<file path="src/rtl/seg7_scan_decoder.sv">
// Receive-side monitor for a 2-digit multiplexed seven-segment bus: filters, decodes and reassembles frames.
// Optional feature: define SEG_RANGE_CHECK_EN to reject frames whose value exceeds MAX_VALUE.
module seg7_scan_decoder #(
   parameter int unsigned STABLE_CYCLES  = 3,
   parameter int unsigned TIMEOUT_CYCLES = 1000,
   parameter int unsigned MAX_VALUE      = 19
) (
   input  logic       clk,
   input  logic       rst,
   input  logic [6:0] led_signal,
   input  logic [1:0] select_led,
   output logic [3:0] tens,
   output logic [3:0] units,
   output logic [6:0] value,
   output logic       valid,
   output logic       err,
   output logic       stale
);

   localparam int unsigned SW = $clog2(STABLE_CYCLES + 1);
   localparam int unsigned TW = $clog2(TIMEOUT_CYCLES + 1);

`ifdef SEG_RANGE_CHECK_EN
   localparam logic RANGE_CHECK = 1'b1;
`else
   localparam logic RANGE_CHECK = 1'b0;
`endif

   typedef enum logic [1:0] {S_IDLE, S_HAVE_T, S_HAVE_U, S_DONE} state_t;

   state_t        state;
   state_t        base;
   logic [8:0]    samp;
   logic [8:0]    bus;
   logic [SW-1:0] scnt;
   logic [TW-1:0] tcnt;
   logic          cap_fire;
   logic          changed;
   logic          onehot;
   logic          reach;
   logic [3:0]    held_t;
   logic [3:0]    held_u;
   logic [4:0]    dec;
   logic [6:0]    frame_sum;
   logic          in_range;

   // Returns {legal, digit}; a blank tens digit is a legal leading zero.
   function automatic logic [4:0] decode(input logic [6:0] seg, input logic is_tens);
      logic [4:0] r;
      case (seg)
         7'h7E:   r = {1'b1, 4'd0};
         7'h30:   r = {1'b1, 4'd1};
         7'h6D:   r = {1'b1, 4'd2};
         7'h79:   r = {1'b1, 4'd3};
         7'h33:   r = {1'b1, 4'd4};
         7'h5B:   r = {1'b1, 4'd5};
         7'h5F:   r = {1'b1, 4'd6};
         7'h70:   r = {1'b1, 4'd7};
         7'h7F:   r = {1'b1, 4'd8};
         7'h7B:   r = {1'b1, 4'd9};
         7'h00:   r = {is_tens, 4'd0};
         default: r = {1'b0, 4'd0};
      endcase
      return r;
   endfunction

   assign bus       = {select_led, led_signal};
   assign changed   = (bus != samp);
   assign onehot    = ^select_led;
   assign dec       = decode(samp[6:0], samp[8]);
   assign base      = (state == S_DONE) ? S_IDLE : state;
   assign frame_sum = 7'(held_t) * 7'd10 + 7'(held_u);
   assign in_range  = !RANGE_CHECK || (frame_sum <= 7'(MAX_VALUE));
   assign stale     = (tcnt == TW'(TIMEOUT_CYCLES));

   // Fires once per dwell: only on the transition into STABLE_CYCLES.
   always_comb begin
      reach = 1'b0;
      if (changed) reach = (STABLE_CYCLES == 1);
      else         reach = (scnt == SW'(STABLE_CYCLES - 1));
   end

   always_ff @(posedge clk) begin
      if (rst) begin
         samp     <= '0;
         scnt     <= '0;
         cap_fire <= 1'b0;
         tcnt     <= '0;
         state    <= S_IDLE;
         held_t   <= '0;
         held_u   <= '0;
         tens     <= '0;
         units    <= '0;
         value    <= '0;
         valid    <= 1'b0;
         err      <= 1'b0;
      end else begin
         samp <= bus;
         if (changed)                          scnt <= SW'(1);
         else if (scnt != SW'(STABLE_CYCLES)) scnt <= scnt + SW'(1);
         cap_fire <= onehot && reach;

         if (cap_fire)                          tcnt <= '0;
         else if (tcnt != TW'(TIMEOUT_CYCLES)) tcnt <= tcnt + TW'(1);

         valid <= 1'b0;
         err   <= 1'b0;
         if (state == S_DONE) begin
            if (in_range) begin
               valid <= 1'b1;
               tens  <= held_t;
               units <= held_u;
               value <= frame_sum;
            end else begin
               err <= 1'b1;
            end
         end

         // A capture landing in S_DONE starts a fresh frame from S_IDLE.
         state <= base;
         if (cap_fire) begin
            if (!dec[4]) begin
               err   <= 1'b1;
               state <= S_IDLE;
            end else if (samp[8]) begin
               held_t <= dec[3:0];
               state  <= (base == S_HAVE_U) ? S_DONE : S_HAVE_T;
            end else begin
               held_u <= dec[3:0];
               state  <= (base == S_HAVE_T) ? S_DONE : S_HAVE_U;
            end
         end
      end
   end

endmodule
</file>
<file path="config.mk">
export PLATFORM = sky130hd
export DESIGN_NAME = seg7_scan_decoder
export DESIGN_NICKNAME = d
export VERILOG_FILES = /design/src/rtl/seg7_scan_decoder.sv
export SDC_FILE = /design/constraint.sdc
export NUM_CORES = 1
export LEC_CHECK = 0
export CAP_MARGIN = 40
export CORE_MARGIN = 2
export CORE_UTILIZATION = 30
export CTS_BUF_LIST = sky130_fd_sc_hd__clkbuf_4 sky130_fd_sc_hd__clkbuf_8
export CTS_CLUSTER_SIZE = 40
export DETAILED_ROUTE_END_ITERATION = 10
export SLEW_MARGIN = 0
export SYNTH_ARGS = -nofsm -noshare
export SYNTH_HDL_FRONTEND = slang
export SYNTH_SLANG_ARGS = --single-unit
</file>
<file path="constraint.sdc">
create_clock -name clk -period 2.4 [get_ports clk]
set_input_delay 0.48 -clock clk [delete_from_list [all_inputs] [get_ports clk]]
set_output_delay 0.48 -clock clk [all_outputs]
set_load 0.02 [all_outputs]
</file>
==> results.ini, run 1 <==
[grt]
globalRouteTotalUtil=0.100
grt_first_pass_wirelength_mm=7.09
via_count_of_the_first_global_routing_pass=1577
global_route_congestion_overflow_total=0
grt_start_max_net_pins=24
antenna_found_initial=0

[drt]
dr_total_vias=1726
wl_per_cell_um=10.8
avgViaCountPerCell=4.51
pre_repair_dr_iteration_count=4
routed_wirelength_mm=4.13
post-route-drc-count=0
postRouteAntennaNets=0
drtIter0Drc=49

[worst_hold_path]
worstHoldPathCells=2
hold_sp=tens[0]
hold_path_end=tens[0]
hold_class=register to register

[cts]
clkTransAtPathRegs_ps=90
clockBufferDepth=2
tritoncts.num_buffers=5
clk_root_buffer_cell=clkbuf_8
tritoncts=done
clock-sinks=48
htree_num_levels=2
clk_latency_ps=300
holdBufCountCts=0

[power_and_ir_drop]
p_per_area_nw_per_um2=538
p_total_mw=1.53
ir_drop_v=0.000234
power_leakage_nw=1.03

[die]
core_area_um2=7690
die_area_um2=8620
initial_core_util=0.308
die_w_um=92.9
core.rowCount=32
fp.dieH_um=92.9
io_pins=29

[synthesis]
synth.lib_cells_used.distinct=46
synth_seq_area_share=0.406
dominantRegCellSynth=dfxtp_1
post-synth-top-count-cell=dfxtp_1
mappedNetlistArea_um2=2370
post_synth_mux_area_share=0.0423
netlist.area_leader.share=0.406
synth_xor_xnor_area_share=0.0777
synth_fp_nets=280
post_synth_main_area_contributors=dfxtp_1 41%, ha_1 5.3%, xnor2_1 4.8%
synth-adder-area-share=0.0697
number_of_enable_type_register_cells_in_the_synthesized_netlist=0
synth.top_cells.by_count=48 x dfxtp_1, 30 x nand2_1, 21 x nor2_1
synthesis.yosys.warnings=0
ys_ff_latch=48
synth_simple_gate_area_frac=0.261
syn-mean-instance-area_um2=9.22
combinational_family_with_the_most_area_after_synthesis=simple AND/OR/NAND/NOR gates
post-synth-top-area-cell=dfxtp_1
synth_compound_area_frac=0.0919
gate_count_after_technology_mapping=257
async_reset_ff_frac=0

[critical_path]
cpMaxStageDelayCell=dfxtp_1
arrival_ps=2200
crit_path_max_fo=10
worst-r2r-cell-count=5
worst_path_dominant_cell_family=simple AND/OR/NAND/NOR gates
worst_endpoint_required_time_ps=2590
cp_buf_inv_count=0
peak_per_stage_delay_on_the_critical_path_ps=510
rrSetupSlack_ps=390
reg2reg_to=held_u[2]
setup.worst_path.class=register to register
endpoint_kind=register
startpoint_type=register
worstPathCellList=or4b_1, a211oi_2, nor4_4, nor2_4, mux2_4
crit-reg2reg-launch=samp[5]

[timing]
fmaxAchievable_mhz=499
grt_setup_unrepaired=no
drv_slew=0
timing.final.crit_share=0.836
slew_headroom=0.663
final-hold-violation-count=0
period_minus_slack_ps=2010
setup_total_negative_slack_ps=0
fin_worst_skew_ps=10.9
max_slew.worst_pin.slew_ps=504
setup-violations-final=0

[final_layout]
insertedDiodeCount=0
layout.nets=303
layout.filler_cells=803
area_growth_syn_to_layout_pct=19.7
post_route_cells_drive_above_1_share=0.0819

[place]
gp_routability_congestion=0.849
portBuffers=28
dp.final_hpwl_mm=3.10

[flow_run]
max_cap_viols=0

[outcome]
outcome=completed

-- routing by layer --
layer	routed length (µm)	GRT usage	up-vias	share of wire
met5	0	0	-	0
met4	44	0.0294	0	0.011
met3	141	0.0269	5	0.034
met2	1850	0.168	25	0.45
met1	2090	0.125	783	0.51
li1	-	-	913	-
-- cell families (layout without fill, tap and decap cells) --
family / after synthesis / after routing
and+or+nand+nor: 111 / 111
DFF: 48 / 48
xor gates and xnor gates: 21 / 21
muxes: 9 / 9
adders and majority gates: 12 / 12
buffers and inverters: 21 / 45
AOI/OAI and AO/OA: 35 / 35
-- how the worst max path moves through the flow --
stage	from	to	slack [ps]	cells after the start
6_report	samp[5]	held_u[2]	390	5
5_1_grt	samp[5]	held_u[2]	290	5
4_1_cts	tcnt[0]	stale	110	5
3_5_place_dp	samp[5]	held_u[2]	420	5
3_3_place_gp	led_signal[5]	cap_fire	430	5
2_1_floorplan	samp[3]	held_t[2]	490	6
-- registers in the layout, indices dropped and copies added (netlist names) --
signal and count:
scnt 2, tens 4, held_t 4, state 2, cap_fire 1, tcnt 10, err 1, samp 9
value 6, units 4, held_u 4, valid 1
-- cell type report --
cell class,instances,area (µm²),area share
repair buffers,31,318,0.112
clock buffers,6,82.6,0.0291
inverters,6,22.5,0.00794
clock inverters,2,38.8,0.0137
multi-input cells,188,1280,0.453
flip-flops and latches,48,961,0.339
well taps,102,128,0.0450
-- worst min-delay path: cells and delay by family, from the launching register on --
kind / cells / cell delay [ps]
flip-flops: 1 / 310
AO/OA/AOI/OAI: 1 / 50
AND/OR/NAND/NOR: 1 / 50
-- report_power, final --
group | switching (mW) | internal (mW) | total, mW
combinational | 0.0405 | 0.0517 | 0.0922
sequential | 0.0199 | 0.809 | 0.829
clock | 0.264 | 0.341 | 0.604
-- per-stage QoR --
stage               area, µm²   util  setup WS (ps)  hold WS, ps  std cells
detailed placement       2710  0.353            419          448        375
global placement         2710  0.353            430          444        375
floorplan                2370      -            494          432        257
global route             2840  0.369            291          476        383
CTS                      2830  0.368            110          459        383
finish                   2840  0.369            394          456        383
-- cell usage in the layout (no fill, tap or decap), types with 2 or more instances in the layout --
| cell type | n |
|---|---|
| a211oi_1 | 2 |
| a21boi_0 | 2 |
| a21o_1 | 3 |
| a21oi_1 | 18 |
| and2_1 | 2 |
| and3_1 | 4 |
| and4bb_2 | 2 |
| buf_4 | 2 |
| clkbuf_8 | 6 |
| clkdlybuf4s50_1 | 27 |
| dfxtp_1 | 48 |
| fa_1 | 2 |
| ha_1 | 10 |
| inv_1 | 6 |
| mux2_4 | 2 |
| mux2i_1 | 7 |
| nand2_1 | 30 |
| nand2b_1 | 10 |
| nand3_1 | 5 |
| nand4_1 | 3 |
| nand4b_1 | 2 |
| nor2_1 | 21 |
| nor2_4 | 2 |
| nor2b_1 | 13 |
| nor3_1 | 3 |
| nor3b_1 | 4 |
| o21ai_0 | 4 |
| or3_1 | 2 |
| xnor2_1 | 13 |
| xor2_1 | 8 |
-- what timing repair did --
| action | in CTS | in global routing |
|---|---|---|
| buffers inserted | 0 | 0 |
| resized for setup | 0 | 1 |
| setup endpoints to repair | 0 | 1 |
Power figures use the tool's default switching activity.
==> inputs of run 2 (changes only) <==
- clock period: 2.4 -> 2.05 ns (I/O delays scaled with it)
==> results.ini, run 2 (synthesized netlist as in run 1, its figures left out) <==
[outcome]
outcome=completed

[drt]
post-route-drc-count=0  ; unchanged
routed_wirelength_mm=4.32  ; +4.6%
dr_total_vias=1782  ; +3.2%
wl_per_cell_um=10.9  ; +1.1%
postRouteAntennaNets=0  ; unchanged
avgViaCountPerCell=4.50  ; -0.14%
drtIter0Drc=62  ; +27%
pre_repair_dr_iteration_count=4  ; unchanged

[cts]
clockBufferDepth=2  ; unchanged
clock-sinks=48  ; unchanged
tritoncts=done
cts_setup_buffers=0  ; unchanged
clkTransAtPathRegs_ps=90  ; about the same
tritoncts.num_buffers=5  ; unchanged
clk_root_buffer_cell=clkbuf_8
htree_num_levels=2  ; unchanged
clk_latency_ps=300  ; about the same

[die]
core_area_um2=7690  ; unchanged
die_w_um=92.9  ; unchanged
initial_core_util=0.308  ; unchanged
die_area_um2=8620  ; unchanged
io_pins=29  ; unchanged
fp.dieH_um=92.9  ; unchanged
core.rowCount=32  ; unchanged

[grt]
grt_start_max_net_pins=16  ; -33%
antenna_found_initial=0  ; unchanged
global_route_congestion_overflow_total=0  ; unchanged
globalRouteTotalUtil=0.112  ; +0.0118
via_count_of_the_first_global_routing_pass=1726  ; +9.4%
grt_first_pass_wirelength_mm=7.72  ; +9.0%

[final_layout]
area_growth_syn_to_layout_pct=22.6
layout_common_cells=48 x dfxtp_1, 30 x nand2_1, 27 x clkdlybuf4s50_1, 21 x nor2_1, 18 x a21oi_1
largestRegisters=tcnt: 10 flops, samp: 9 flops, value: 6 flops
layout.nets=316  ; +4.3%
combined_area_of_the_multi_input_logic_cells_um2=1280  ; unchanged
insertedDiodeCount=0  ; unchanged
final_area_um2=2900  ; +2.4%
post_route_cells_drive_above_1_share=0.126  ; +0.0440
regArea_um2=961  ; unchanged
layout.filler_cells=815  ; +1.5%
layout.cells.most_common=dfxtp_1
final-instance-count-excl-fill=396  ; +3.4%
max_reg_flops=10  ; unchanged
max_flop_register=tcnt

[timing]
setup-violations-final=0  ; unchanged
period_minus_slack_ps=1910  ; -94.2 ps
final.hold.worst_slack_ps=456  ; -0.938 ps
fin_worst_skew_ps=9.18  ; -1.76 ps
timing.final.crit_share=0.932  ; +0.0967
setup_total_negative_slack_ps=0  ; unchanged
max_slew.worst_pin.slew_ps=522  ; +17.6 ps
slew_headroom=0.651  ; -0.0118
drv_slew=0  ; unchanged
grt_setup_unrepaired=no
fmaxAchievable_mhz=523  ; +4.9%
final-hold-violation-count=0  ; unchanged

[critical_path]
cp_buf_inv_count=2  ; +2
worst_endpoint_required_time_ps=2270  ; -320 ps
setup.worst_path.class=register to register
worstPathCellList=or4b_1, a211oi_2, nor4_4, buf_4, nor2_4, buf_4, mux2i_1
cpMostUsedCell=buf_4
endpoint_kind=register
worst_path_dominant_cell_family=simple AND/OR/NAND/NOR gates
arrival_ps=2130  ; -70 ps
peak_per_stage_delay_on_the_critical_path_ps=500  ; about the same
startpoint_type=register
crit_path_max_fo=5  ; -5
cpMaxStageDelayCell=or4b_1

[place]
portBuffers=28  ; unchanged
postPlaceCellArea_um2=2800  ; +3.1%
placed_cells_incl_taps=388  ; +3.5%
dp.final_hpwl_mm=3.31  ; +6.8%
gp_routability_congestion=0.769  ; -9.4%

[flow_run]
max_cap_viols=0  ; unchanged

[power_and_ir_drop]
power_leakage_nw=1.08  ; +4.0%
ir_drop_v=0.000217  ; -7.1%
p_total_mw=1.77  ; +16%
p_per_area_nw_per_um2=610  ; +13%

[worst_hold_path]
hold_class=register to register

## run 2: cell count changes in the layout (fill, tap and decap cells not counted), sizes merged
cell	before	now
dlymetal6s2s	1	0
buf	3	16
clkbuf	6	7
## run 2: worst paths after layout
path	start	to	slack [ps]	depth (start not counted)
min reg2reg	tens[1]	tens[1]	460	2
max reg2reg	samp[6]	held_u[0]	140	7
min	tens[1]	tens[1]	460	2
max	samp[6]	held_u[0]	140	7
## run 2: metrics by stage
stage / util / setup slack, ps
5_1_grt: 0.378 / 20.8
6_report: 0.378 / 139
3_5_place_dp: 0.364 / 140
2_1_floorplan: - / 144
3_3_place_gp: 0.364 / 176
4_1_cts: 0.378 / 93.2
## run 2: metal layers
layer,track usage,routed length [µm],vias up
li1,-,-,933
met4,0.0404,66,0
met3,0.0269,140,6
met1,0.145,2140,818
met2,0.181,1970,25
met5,0,0,-
## run 2: worst reg2reg max path, stage by stage, from the launching register on
cell,delay (ps)
dfxtp_1,360
or4b_1,500
a211oi_2,310
nor4_4,50
buf_4,160
nor2_4,120
buf_4,150
mux2i_1,190
## run 2: what timing repair did
item | 4_1_cts | 5_1_grt
resized for setup | 1 | 3
setup endpoints to repair | 1 | 1
hold buffers | 0 | 0
## run 2: cell type report
class	count	share of cell area
Multi-Input combinational cell	188	0.443
Clock inverter	2	0.0121
Tap cell	102	0.0440
Timing Repair Buffer	44	0.136
Sequential cell	48	0.331
Inverter	6	0.00776
Clock buffer	6	0.0263
## run 2: where the power goes
| group | total (mW) | internal (mW) | switching (mW) | leakage, nW |
|---|---|---|---|---|
| logic | 0.129 | 0.0694 | 0.0597 | 0.626 |
| clock network | 0.680 | 0.375 | 0.305 | 0.0586 |
| registers | 0.961 | 0.947 | 0.0139 | 0.390 |
| total | 1.77 | 1.39 | 0.379 | 1.08 |
